===== config.mk =====
export PLATFORM = sky130hd
export DESIGN_NAME = btc_dec_iter_sched
export DESIGN_NICKNAME = d
export VERILOG_FILES = /design/src/rtl/btc_dec_iter_sched.sv
export SDC_FILE = /design/constraint.sdc
export NUM_CORES = 1
export LEC_CHECK = 0
export BUFFER_PORTS_ARGS = -buffer_cell sky130_fd_sc_hd__clkbuf_2
export CORE_MARGIN = 2
export CORE_UTILIZATION = 63
export DETAILED_ROUTE_END_ITERATION = 7
export PLACE_DENSITY = 0.85
export SYNTH_ARGS = -nofsm -noshare
export SYNTH_HDL_FRONTEND = slang
export SYNTH_SLANG_ARGS = --single-unit

===== constraint.sdc =====
create_clock -name iclk -period 4.5 [get_ports iclk]
set_clock_uncertainty 0.05 [all_clocks]
set_input_delay 0.675 -clock iclk [delete_from_list [all_inputs] [get_ports iclk]]
set_output_delay 0.675 -clock iclk [all_outputs]
set_load 0.005 [all_outputs]

===== src/rtl/btc_dec_iter_sched.sv =====
// ----------------------------------------------------------------------------------------------
// btc_dec_iter_sched
//
// Half-iteration scheduler for the BTC decoder engine. Once the input buffer holds a frame it
// runs max(iNiter,1) iterations, each a row pass followed by a column pass over the
// inrow x ceil(incol/pDEC_NUM) word array, then releases the input buffer. One word is issued
// per enabled clock; passes never stall. Between passes the scheduler waits for the engine's
// idone.
//
// Optional feature: define BTC_DEC_ITER_SCHED_EARLY_STOP_EN to force the next iteration to be
// the last one when a whole non-last iteration finished without idecfail.
//
// Ports
//   iclk, ireset      clock, asynchronous active-low reset
//   iclkena           clock enable; all state frozen when low
//   inrow, incol      product code geometry, sampled at frame start
//   iNiter            iteration count (0 treated as 1), sampled at frame start
//   irbuf_full        input buffer holds a frame
//   iwbuf_empty       output buffer free (gates the start of the last iteration)
//   idone, idecfail   engine finished a pass / pass had uncorrected codewords
//   obuf_rempty       1-cycle pulse: input buffer released
//   obuf_addr         word read address
//   orow_mode         1 = row pass, 0 = column pass
//   odec_val          per-lane valid of the word at obuf_addr
//   odec_sof/eof/eop  first / last word of a component codeword, last word of the pass
//   ohalf_idx         half-iteration index 2*iter + (column pass)
//   ostart_iter       pulse with the first word of the frame
//   olast_iter        high for the whole final iteration
// ----------------------------------------------------------------------------------------------
module btc_dec_iter_sched #(
    parameter int unsigned pADDR_W  = 8,
    parameter int unsigned pDEC_NUM = 8,
    parameter int unsigned pN_W     = 6
) (
    input  logic                iclk,
    input  logic                ireset,
    input  logic                iclkena,
    input  logic [pN_W-1:0]     inrow,
    input  logic [pN_W-1:0]     incol,
    input  logic [3:0]          iNiter,
    input  logic                irbuf_full,
    input  logic                iwbuf_empty,
    input  logic                idone,
    input  logic                idecfail,
    output logic                obuf_rempty,
    output logic [pADDR_W-1:0]  obuf_addr,
    output logic                orow_mode,
    output logic [pDEC_NUM-1:0] odec_val,
    output logic                odec_sof,
    output logic                odec_eof,
    output logic                odec_eop,
    output logic [4:0]          ohalf_idx,
    output logic                ostart_iter,
    output logic                olast_iter
);

    typedef enum logic [2:0] {
        StIdle,
        StCheck,
        StRow,
        StWrow,
        StCol,
        StWcol,
        StRel
    } state_e;

    state_e state_q, state_d;

    // Frame parameters latched at frame start
    logic [pN_W-1:0] nrow_q, nrow_d;
    logic [pN_W-1:0] ncol_q, ncol_d;
    logic [pN_W-1:0] w_q, w_d;        // words per row
    logic [3:0]      niter_q, niter_d;

    // Iteration / pass bookkeeping
    logic [3:0]         iter_q, iter_d;
    logic               force_last_q, force_last_d;
    logic               fail_acc_q, fail_acc_d;
    logic [pN_W-1:0]    r_q, r_d;
    logic [pN_W-1:0]    cw_q, cw_d;
    logic [pADDR_W-1:0] addr_q, addr_d;

    // Registered outputs
    logic                rempty_q, rempty_d;
    logic [pADDR_W-1:0]  buf_addr_q, buf_addr_d;
    logic                row_mode_q, row_mode_d;
    logic [pDEC_NUM-1:0] val_q, val_d;
    logic                sof_q, sof_d;
    logic                eof_q, eof_d;
    logic                eop_q, eop_d;
    logic [4:0]          half_q, half_d;
    logic                start_q, start_d;
    logic                last_q, last_d;

    logic                is_last;
    logic                cw_last;
    logic                r_last;
    logic [pDEC_NUM-1:0] lane_mask;

    assign is_last = (iter_q == niter_q - 4'd1) || force_last_q;
    assign cw_last = (cw_q == w_q - 1'b1);
    assign r_last  = (r_q == nrow_q - 1'b1);

    // Lane i of column-word cw carries column cw*pDEC_NUM+i; lanes past incol are padding.
    always_comb begin
        lane_mask = '0;
        for (int unsigned i = 0; i < pDEC_NUM; i++) begin
            if ((32'(cw_q) * pDEC_NUM + i) < 32'(ncol_q)) begin
                lane_mask[i] = 1'b1;
            end
        end
    end

    always_comb begin
        state_d      = state_q;
        nrow_d       = nrow_q;
        ncol_d       = ncol_q;
        w_d          = w_q;
        niter_d      = niter_q;
        iter_d       = iter_q;
        force_last_d = force_last_q;
        fail_acc_d   = fail_acc_q;
        r_d          = r_q;
        cw_d         = cw_q;
        addr_d       = addr_q;

        rempty_d   = 1'b0;
        buf_addr_d = '0;
        val_d      = '0;
        sof_d      = 1'b0;
        eof_d      = 1'b0;
        eop_d      = 1'b0;
        start_d    = 1'b0;
        row_mode_d = row_mode_q;
        half_d     = half_q;
        last_d     = last_q;

        unique case (state_q)
            StIdle: begin
                if (irbuf_full) begin
                    nrow_d       = inrow;
                    ncol_d       = incol;
                    w_d          = pN_W'((32'(incol) + pDEC_NUM - 1) / pDEC_NUM);
                    niter_d      = (iNiter == 4'd0) ? 4'd1 : iNiter;
                    iter_d       = 4'd0;
                    force_last_d = 1'b0;
                    fail_acc_d   = 1'b0;
                    r_d          = '0;
                    cw_d         = '0;
                    addr_d       = '0;
                    state_d      = StCheck;
                end
            end

            StCheck: begin
                // The last iteration writes the output buffer, so it waits for it to be free.
                if (!(is_last && !iwbuf_empty)) begin
                    last_d  = is_last;
                    state_d = StRow;
                end
            end

            StRow: begin
                buf_addr_d = addr_q;
                val_d      = lane_mask;
                sof_d      = (cw_q == '0);
                eof_d      = cw_last;
                eop_d      = cw_last && r_last;
                start_d    = (iter_q == 4'd0) && (r_q == '0) && (cw_q == '0);
                row_mode_d = 1'b1;
                half_d     = {iter_q, 1'b0};
                if (cw_last && r_last) begin
                    r_d     = '0;
                    cw_d    = '0;
                    addr_d  = '0;
                    state_d = StWrow;
                end else if (cw_last) begin
                    cw_d   = '0;
                    r_d    = r_q + 1'b1;
                    addr_d = addr_q + pADDR_W'(1);
                end else begin
                    cw_d   = cw_q + 1'b1;
                    addr_d = addr_q + pADDR_W'(1);
                end
            end

            StWrow: begin
                if (idone) begin
                    fail_acc_d = fail_acc_q | idecfail;
                    state_d    = StCol;
                end
            end

            StCol: begin
                buf_addr_d = addr_q;
                val_d      = lane_mask;
                sof_d      = (r_q == '0);
                eof_d      = r_last;
                eop_d      = cw_last && r_last;
                row_mode_d = 1'b0;
                half_d     = {iter_q, 1'b1};
                if (cw_last && r_last) begin
                    r_d     = '0;
                    cw_d    = '0;
                    addr_d  = '0;
                    state_d = StWcol;
                end else if (r_last) begin
                    // Next column-word starts again at row 0.
                    r_d    = '0;
                    cw_d   = cw_q + 1'b1;
                    addr_d = pADDR_W'(cw_q) + pADDR_W'(1);
                end else begin
                    r_d    = r_q + 1'b1;
                    addr_d = addr_q + pADDR_W'(w_q);
                end
            end

            StWcol: begin
                if (idone) begin
                    fail_acc_d = fail_acc_q | idecfail;
                    if (is_last) begin
                        state_d = StRel;
                    end else begin
`ifdef BTC_DEC_ITER_SCHED_EARLY_STOP_EN
                        // A clean iteration: one more pass pair to write the output, then stop.
                        if (!(fail_acc_q | idecfail)) begin
                            force_last_d = 1'b1;
                        end
`endif
                        iter_d     = iter_q + 4'd1;
                        fail_acc_d = 1'b0;
                        state_d    = StCheck;
                    end
                end
            end

            StRel: begin
                rempty_d = 1'b1;
                last_d   = 1'b0;
                state_d  = StIdle;
            end

            default: begin
                state_d = StIdle;
            end
        endcase
    end

`ifndef BTC_DEC_ITER_SCHED_EARLY_STOP_EN
    // Without early stop the failure flag is tracked but never steers the schedule.
    logic unused_fail_acc;
    assign unused_fail_acc = fail_acc_q;
`endif

    always_ff @(posedge iclk or negedge ireset) begin
        if (!ireset) begin
            state_q      <= StIdle;
            nrow_q       <= '0;
            ncol_q       <= '0;
            w_q          <= '0;
            niter_q      <= '0;
            iter_q       <= '0;
            force_last_q <= 1'b0;
            fail_acc_q   <= 1'b0;
            r_q          <= '0;
            cw_q         <= '0;
            addr_q       <= '0;
            rempty_q     <= 1'b0;
            buf_addr_q   <= '0;
            row_mode_q   <= 1'b0;
            val_q        <= '0;
            sof_q        <= 1'b0;
            eof_q        <= 1'b0;
            eop_q        <= 1'b0;
            half_q       <= '0;
            start_q      <= 1'b0;
            last_q       <= 1'b0;
        end else if (iclkena) begin
            state_q      <= state_d;
            nrow_q       <= nrow_d;
            ncol_q       <= ncol_d;
            w_q          <= w_d;
            niter_q      <= niter_d;
            iter_q       <= iter_d;
            force_last_q <= force_last_d;
            fail_acc_q   <= fail_acc_d;
            r_q          <= r_d;
            cw_q         <= cw_d;
            addr_q       <= addr_d;
            rempty_q     <= rempty_d;
            buf_addr_q   <= buf_addr_d;
            row_mode_q   <= row_mode_d;
            val_q        <= val_d;
            sof_q        <= sof_d;
            eof_q        <= eof_d;
            eop_q        <= eop_d;
            half_q       <= half_d;
            start_q      <= start_d;
            last_q       <= last_d;
        end
    end

    assign obuf_rempty = rempty_q;
    assign obuf_addr   = buf_addr_q;
    assign orow_mode   = row_mode_q;
    assign odec_val    = val_q;
    assign odec_sof    = sof_q;
    assign odec_eof    = eof_q;
    assign odec_eop    = eop_q;
    assign ohalf_idx   = half_q;
    assign ostart_iter = start_q;
    assign olast_iter  = last_q;

endmodule


* Word-level counts from Yosys, hierarchy flattened
Index checks and enable logic that the tools add are counted.
** Storage, ports and cells
- Logic and storage cells :: 134
- Bits in registers :: 77
** Cells by class
- Mux-type cells :: 48
- Reduce and logical (&&, ||, !) cells :: 23
- Order comparisons :: 8
- $add $sub $neg :: 18
- Equal/unequal tests :: 18
** Operators with widths (number)
- < comparator 10 x 6 -> 1 bit :: 7
- two-way mux 6 bit :: 9
- two-way mux 8 bit :: 6
- adder 9 x 3 -> 10 bit, second input constant :: 4
- one-hot mux 6 bit (3 select lines) :: 2
- one-hot mux 8 bit (3 select lines) :: 1
- two-way mux 3 bit :: 7
- adder 9 x 2 -> 10 bit, second input constant :: 2
- one-hot mux 3 bit (6 select lines) :: 1
- two-way mux 4 bit :: 4
- inequality test 2 bit, second input constant :: 7
- adder 6 x 1 -> 6 bit, second input constant :: 2
- == test 6 bit :: 2
- zero test 6 bit :: 2
- two-way mux 1 bit :: 12
- subtractor 6 x 1 -> 6 bit, second input constant :: 2
- adder 9 x 1 -> 10 bit, second input constant :: 1
- one-hot mux 5 bit (2 select lines) :: 1
- == test 3 bit, second input constant :: 3
- < comparator 9 x 6 -> 1 bit :: 1
- AND reduction 3 bit :: 3
- adder 8 x 1 -> 8 bit, second input constant :: 1
- adder 8 x 6 -> 8 bit :: 1
- zero test 4 bit :: 2
- 21 further kinds :: 32

* Logic depth before layout (Yosys ltp)
- Word-level depth :: 5
- Gate-level depth with buffers :: 9

* Least setup slack after synthesis
No wires, ideal clock.
- Path type :: flip-flop to flip-flop
- Start :: reg w_q[1]
- End :: reg addr_q[5]
- Arrival time :: 2334 ps
- Required time :: 4324 ps
- Setup time :: 126 ps
- Slack :: 1990 ps
- Stages on the path, launching flop included :: 9
- Path through :: dfrtp_1 -> inv_1 -> ha_1 -> xnor3_1 -> nand3_1 -> or4_4 -> o31a_2 -> a21boi_0 -> a221o_1
** On the way
- Word-level cells in the longest chain between the ends :: 5
- Elaborated cells on any way between the ends :: 8
- Classes of those cells :: add/sub (2); eq/ne (1); mux (4); reduce/logical (1)
** Ends and longest elaborated chain
- start: declaration :: RTL line 72 : logic [pN_W-1:0] w_q, w_d;
- start signal: assignment :: RTL line 282 : w_q <= w_d;
- subtractor 6 x 1 -> 6 bit :: RTL line 101 : assign cw_last = (cw_q == w_q - 1'b1);
- == test 6 bit :: RTL line 101
- logical AND 1 bit :: RTL line 172, 202
- two-way mux 8 bit (on tied branches) :: RTL line 202, 172
- one-hot mux 8 bit (3 select lines) * :: RTL line 138 : unique case (state_q)
- end signal: assignment :: RTL line 289 : addr_q <= addr_d;
- end: declaration :: RTL line 81 : logic [pADDR_W-1:0] addr_q, addr_d;
Every way passes the cells marked *; elsewhere a longest branch is shown, timed or not.
A chain may end at the register's enable or synchronous reset.

* Worst setup path in the final report
- Start :: reg w_q[1]
- End :: reg r_q[4]
** On the way
- Word-level cells in the longest chain between the ends :: 5
- Elaborated cells on any way between the ends :: 8
- Classes of those cells :: add/sub (1); eq/ne (2); mux (3); reduce/logical (2)
** Ends and longest elaborated chain
- subtractor 6 x 1 -> 6 bit * :: RTL line 101
- == test 6 bit * :: RTL line 101
- logical AND 1 bit :: RTL line 172, 202
- inequality test 3 bit (no line) (tied with other cells)
- AND reduction 4 bit (no line) or one-hot mux 6 bit (3 select lines) (tied branches)
- end signal: assignment :: RTL line 287 : r_q <= r_d;
- end: declaration :: RTL line 79 : logic [pN_W-1:0] r_q, r_d;
Marked as above.

==> flow_metrics.tcl <==
set metrics [dict create \
    outcome "completed" \
    overflow 0 \
    die_w_um 87.7 \
    seq_power_share_pct 39.6 \
    cts_tree "done" \
    hold_violations 0 \
    clkTransAtPathRegs_ns 0.08 \
    combPwrFrac_pct 43.3 \
    start_util_pct 64.9 \
    synth_common_cells "dfrtp_1, nand2_1, inv_1" \
    fin_area_um2 4890 \
    firstDrtPassIters 5 \
    die_h_um 87.7 \
    n_antenna_cell 0 \
    track_usage_pct 28.4 \
    multi_input_comb_area_um2 2300 \
    antenna_found_initial 0 \
    seqCellArea_um2 1880 \
    drt_iter0_markers 367 \
    synth_edf_count 0 \
    cap_viol_max_count 0 \
    hold_buffers 0 \
    rsz0062_at_grt "false" \
    vdd_ir_drop_max_mv 0.347 \
    place_area_um2 4720 \
    p_int_mw 1.59 \
    required_ns 4.71 \
    grt_max_degree 76 \
    path_max_fanout 6 \
    dp_slack_ns 1.41 \
    syn_area_um2 4410 \
    core_um2 6790 \
    fin_ws_ns 1.57 \
    fin_crit_sh_pct 65.2 \
    drive_gt1_share_pct 14.9 \
    synth_largest_area_cell "dfrtp_1" \
    ys_async_sr_fraction_pct 100 \
    io_pins 51 \
    cp-startpoint "w_q[1]$_DFFE_PN0P_" \
    hold_path_class "in -> async" \
    grt_pass1_vias 3702 \
    ys_ff_latch 75 \
    ys_top_cells_by_area "dfrtp_1, nand2_1, ha_1" \
    yosysTopAreaCellShare_pct 42.6 \
    syn_avg_cell_area_um2 9.00 \
    finalNetCount 576 \
    power_mw 2.78 \
    syn_nets 532 \
    endpoint_kind "flip-flop" \
    rows 30 \
    viasPerCell 6.06 \
    routed-wl-met2_um 4890 \
    clockRootBuffer "clkbuf_8" \
    postCtsResizedCells 0 \
    wl_per_cell_um 16.0 \
    relSlewSlack_pct 38.5 \
    critPathKind "reg -> reg" \
    numCtsBuffers 9 \
    max_freq_mhz 341 \
    p_sw_mw 1.19 \
    ys_seq_area_share_pct 42.6 \
    drtAntennaViolNets 0 \
    vias 3844 \
    fill_cells 532 \
    top_layer "met4" \
    setup_viol 0 \
    portBuffers 49 \
    dominantRegCellSynth "dfrtp_1" \
    synthCells 490 \
    cts_sinks 75 \
    final_core_util_pct 72.0 \
    worstMarginPinSlew_ns 0.923 \
    post-route-min-period_ns 2.93 \
    timing.rr.start "w_q[1]$_DFFE_PN0P_" \
    clockBufferDepth 2 \
    grt_pass1_wl_um 17200 \
    insertion_delay_ns 0.36 \
    start_kind "flip-flop" \
    dieArea_um2 7680 \
    cts_max_level 3 \
    met3WireLength_um 588 \
    routedLengthMet1_um 4450 \
    drcViolationCount 0 \
    area_growth_pct 11.0 \
    clkPwrFrac_pct 17.2 \
    worst_ep_arrival_time_ns 3.15 \
    leakage_nw 2.31 \
    switching_share_pct 42.8 \
    yosys.cell_types.count 62 \
    final.setup.tns_ns 0 \
    power.density_nw_per_um2 567 \
    gp_congestion 0.907 \
    post-dp-hpwl_um 7250 \
    postCtsSetupRepairBufs 0 \
    slew_viol_final 0 \
    yosysMostFrequentCell "dfrtp_1" \
    wirelength_um 10100 \
    yosys_warnings 0 \
]
==> state kept, by name, summed over array words and instances (netlist names) <==
name and cells:
ncol_q 6, olast_iter 1, addr_q 8, odec_eop 1, w_q 4, obuf_rempty 1
odec_eof 1, orow_mode 1, iter_q 4, r_q 6, nrow_q 6, odec_val 8
obuf_addr 8, state_q 3, ostart_iter 1, ohalf_idx 5, odec_sof 1, niter_q 4
cw_q 6
==> cell type report <==
class | count | area share, %
clock buffers | 11 | 3.09
clock inverters | 4 | 0.537
multi-input cells | 354 | 47.0
flip-flops and latches | 75 | 38.3
well taps | 96 | 2.45
repair buffers | 50 | 5.21
inverters | 44 | 3.37
==> cells in the final DEF (no fill, tap or decap), types with 5 or more instances in the layout <==
master	instances
dfrtp_1	75
nand2_1	65
clkbuf_2	48
inv_1	43
o21ai_0	37
nor2_1	28
nand3_1	19
a21oi_1	19
ha_1	18
xor2_1	17
nor3_1	16
xnor2_1	12
o22ai_1	12
clkbuf_8	11
a31oi_1	7
a22o_1	7
o211ai_1	7
nand2b_1	6
mux2_2	5
a21o_1	5
==> critical path, stage by stage, from the launching register on <==
cell     delay [ns]
dfrtp_1        0.45
inv_1          0.09
ha_1           0.20
xnor3_1        0.36
nand3_1        0.15
or4_4          0.49
o21ai_0        0.56
nand3_1        0.24
o21ai_0        0.25
==> per-layer routing <==
metal  up-vias  GRT usage, %
met5         -             0
met4         0          11.3
met3        19          4.15
met2       155          45.9
met1      1847          38.8
li1       1823             -
==> metrics by stage <==
step                      instances  hold WS [ns]
final                           634         0.400
after global routing            634         0.458
after CTS                       634         0.446
after detailed placement        619         0.424
after global placement          619         0.417
after floorplan                 490         0.329
==> power groups by stage <==
| stage | logic (mW) | clock network (mW) | registers [mW] |
|---|---|---|---|
| 6_report | 1.20 | 0.478 | 1.10 |
| 5_1_grt | 1.34 | 0.508 | 1.13 |
| 4_1_cts | 1.19 | 0.482 | 1.09 |
| 3_5_place_dp | 1.18 | 0 | 1.10 |
| 3_3_place_gp | 1.13 | 0 | 1.09 |
| 2_1_floorplan | 0.907 | 0 | 1.02 |
==> worst paths after layout <==
path / to / slack (ns) / cells past startpoint
worst min-delay path: odec_val[3]$_DFFE_PN0P_ / 0.40 / 1
worst max-delay path: r_q[4]$_DFFE_PN0P_ / 1.57 / 8
min in group iclk: ohalf_idx[3]$_DFFE_PN0P_ / 0.45 / 2
max in group asynchronous: nrow_q[0]$_DFFE_PN0P_ / 3.40 / 1
worst min register to register: ohalf_idx[3]$_DFFE_PN0P_ / 0.45 / 2
worst max register to register: r_q[4]$_DFFE_PN0P_ / 1.57 / 8
==> logic make-up after synthesis <==
logic type      count (synthesis)  synth area share (%)
simple gates                  167                  18.4
compound gates                128                  19.2
flops                          75                  42.6
buf+inv                        61                  5.28
xor+xnor                       31                  6.81
fa+ha+maj                      20                  5.79
mux                             8                  1.96
No activity file was read; power rests on OpenSTA's default activity.
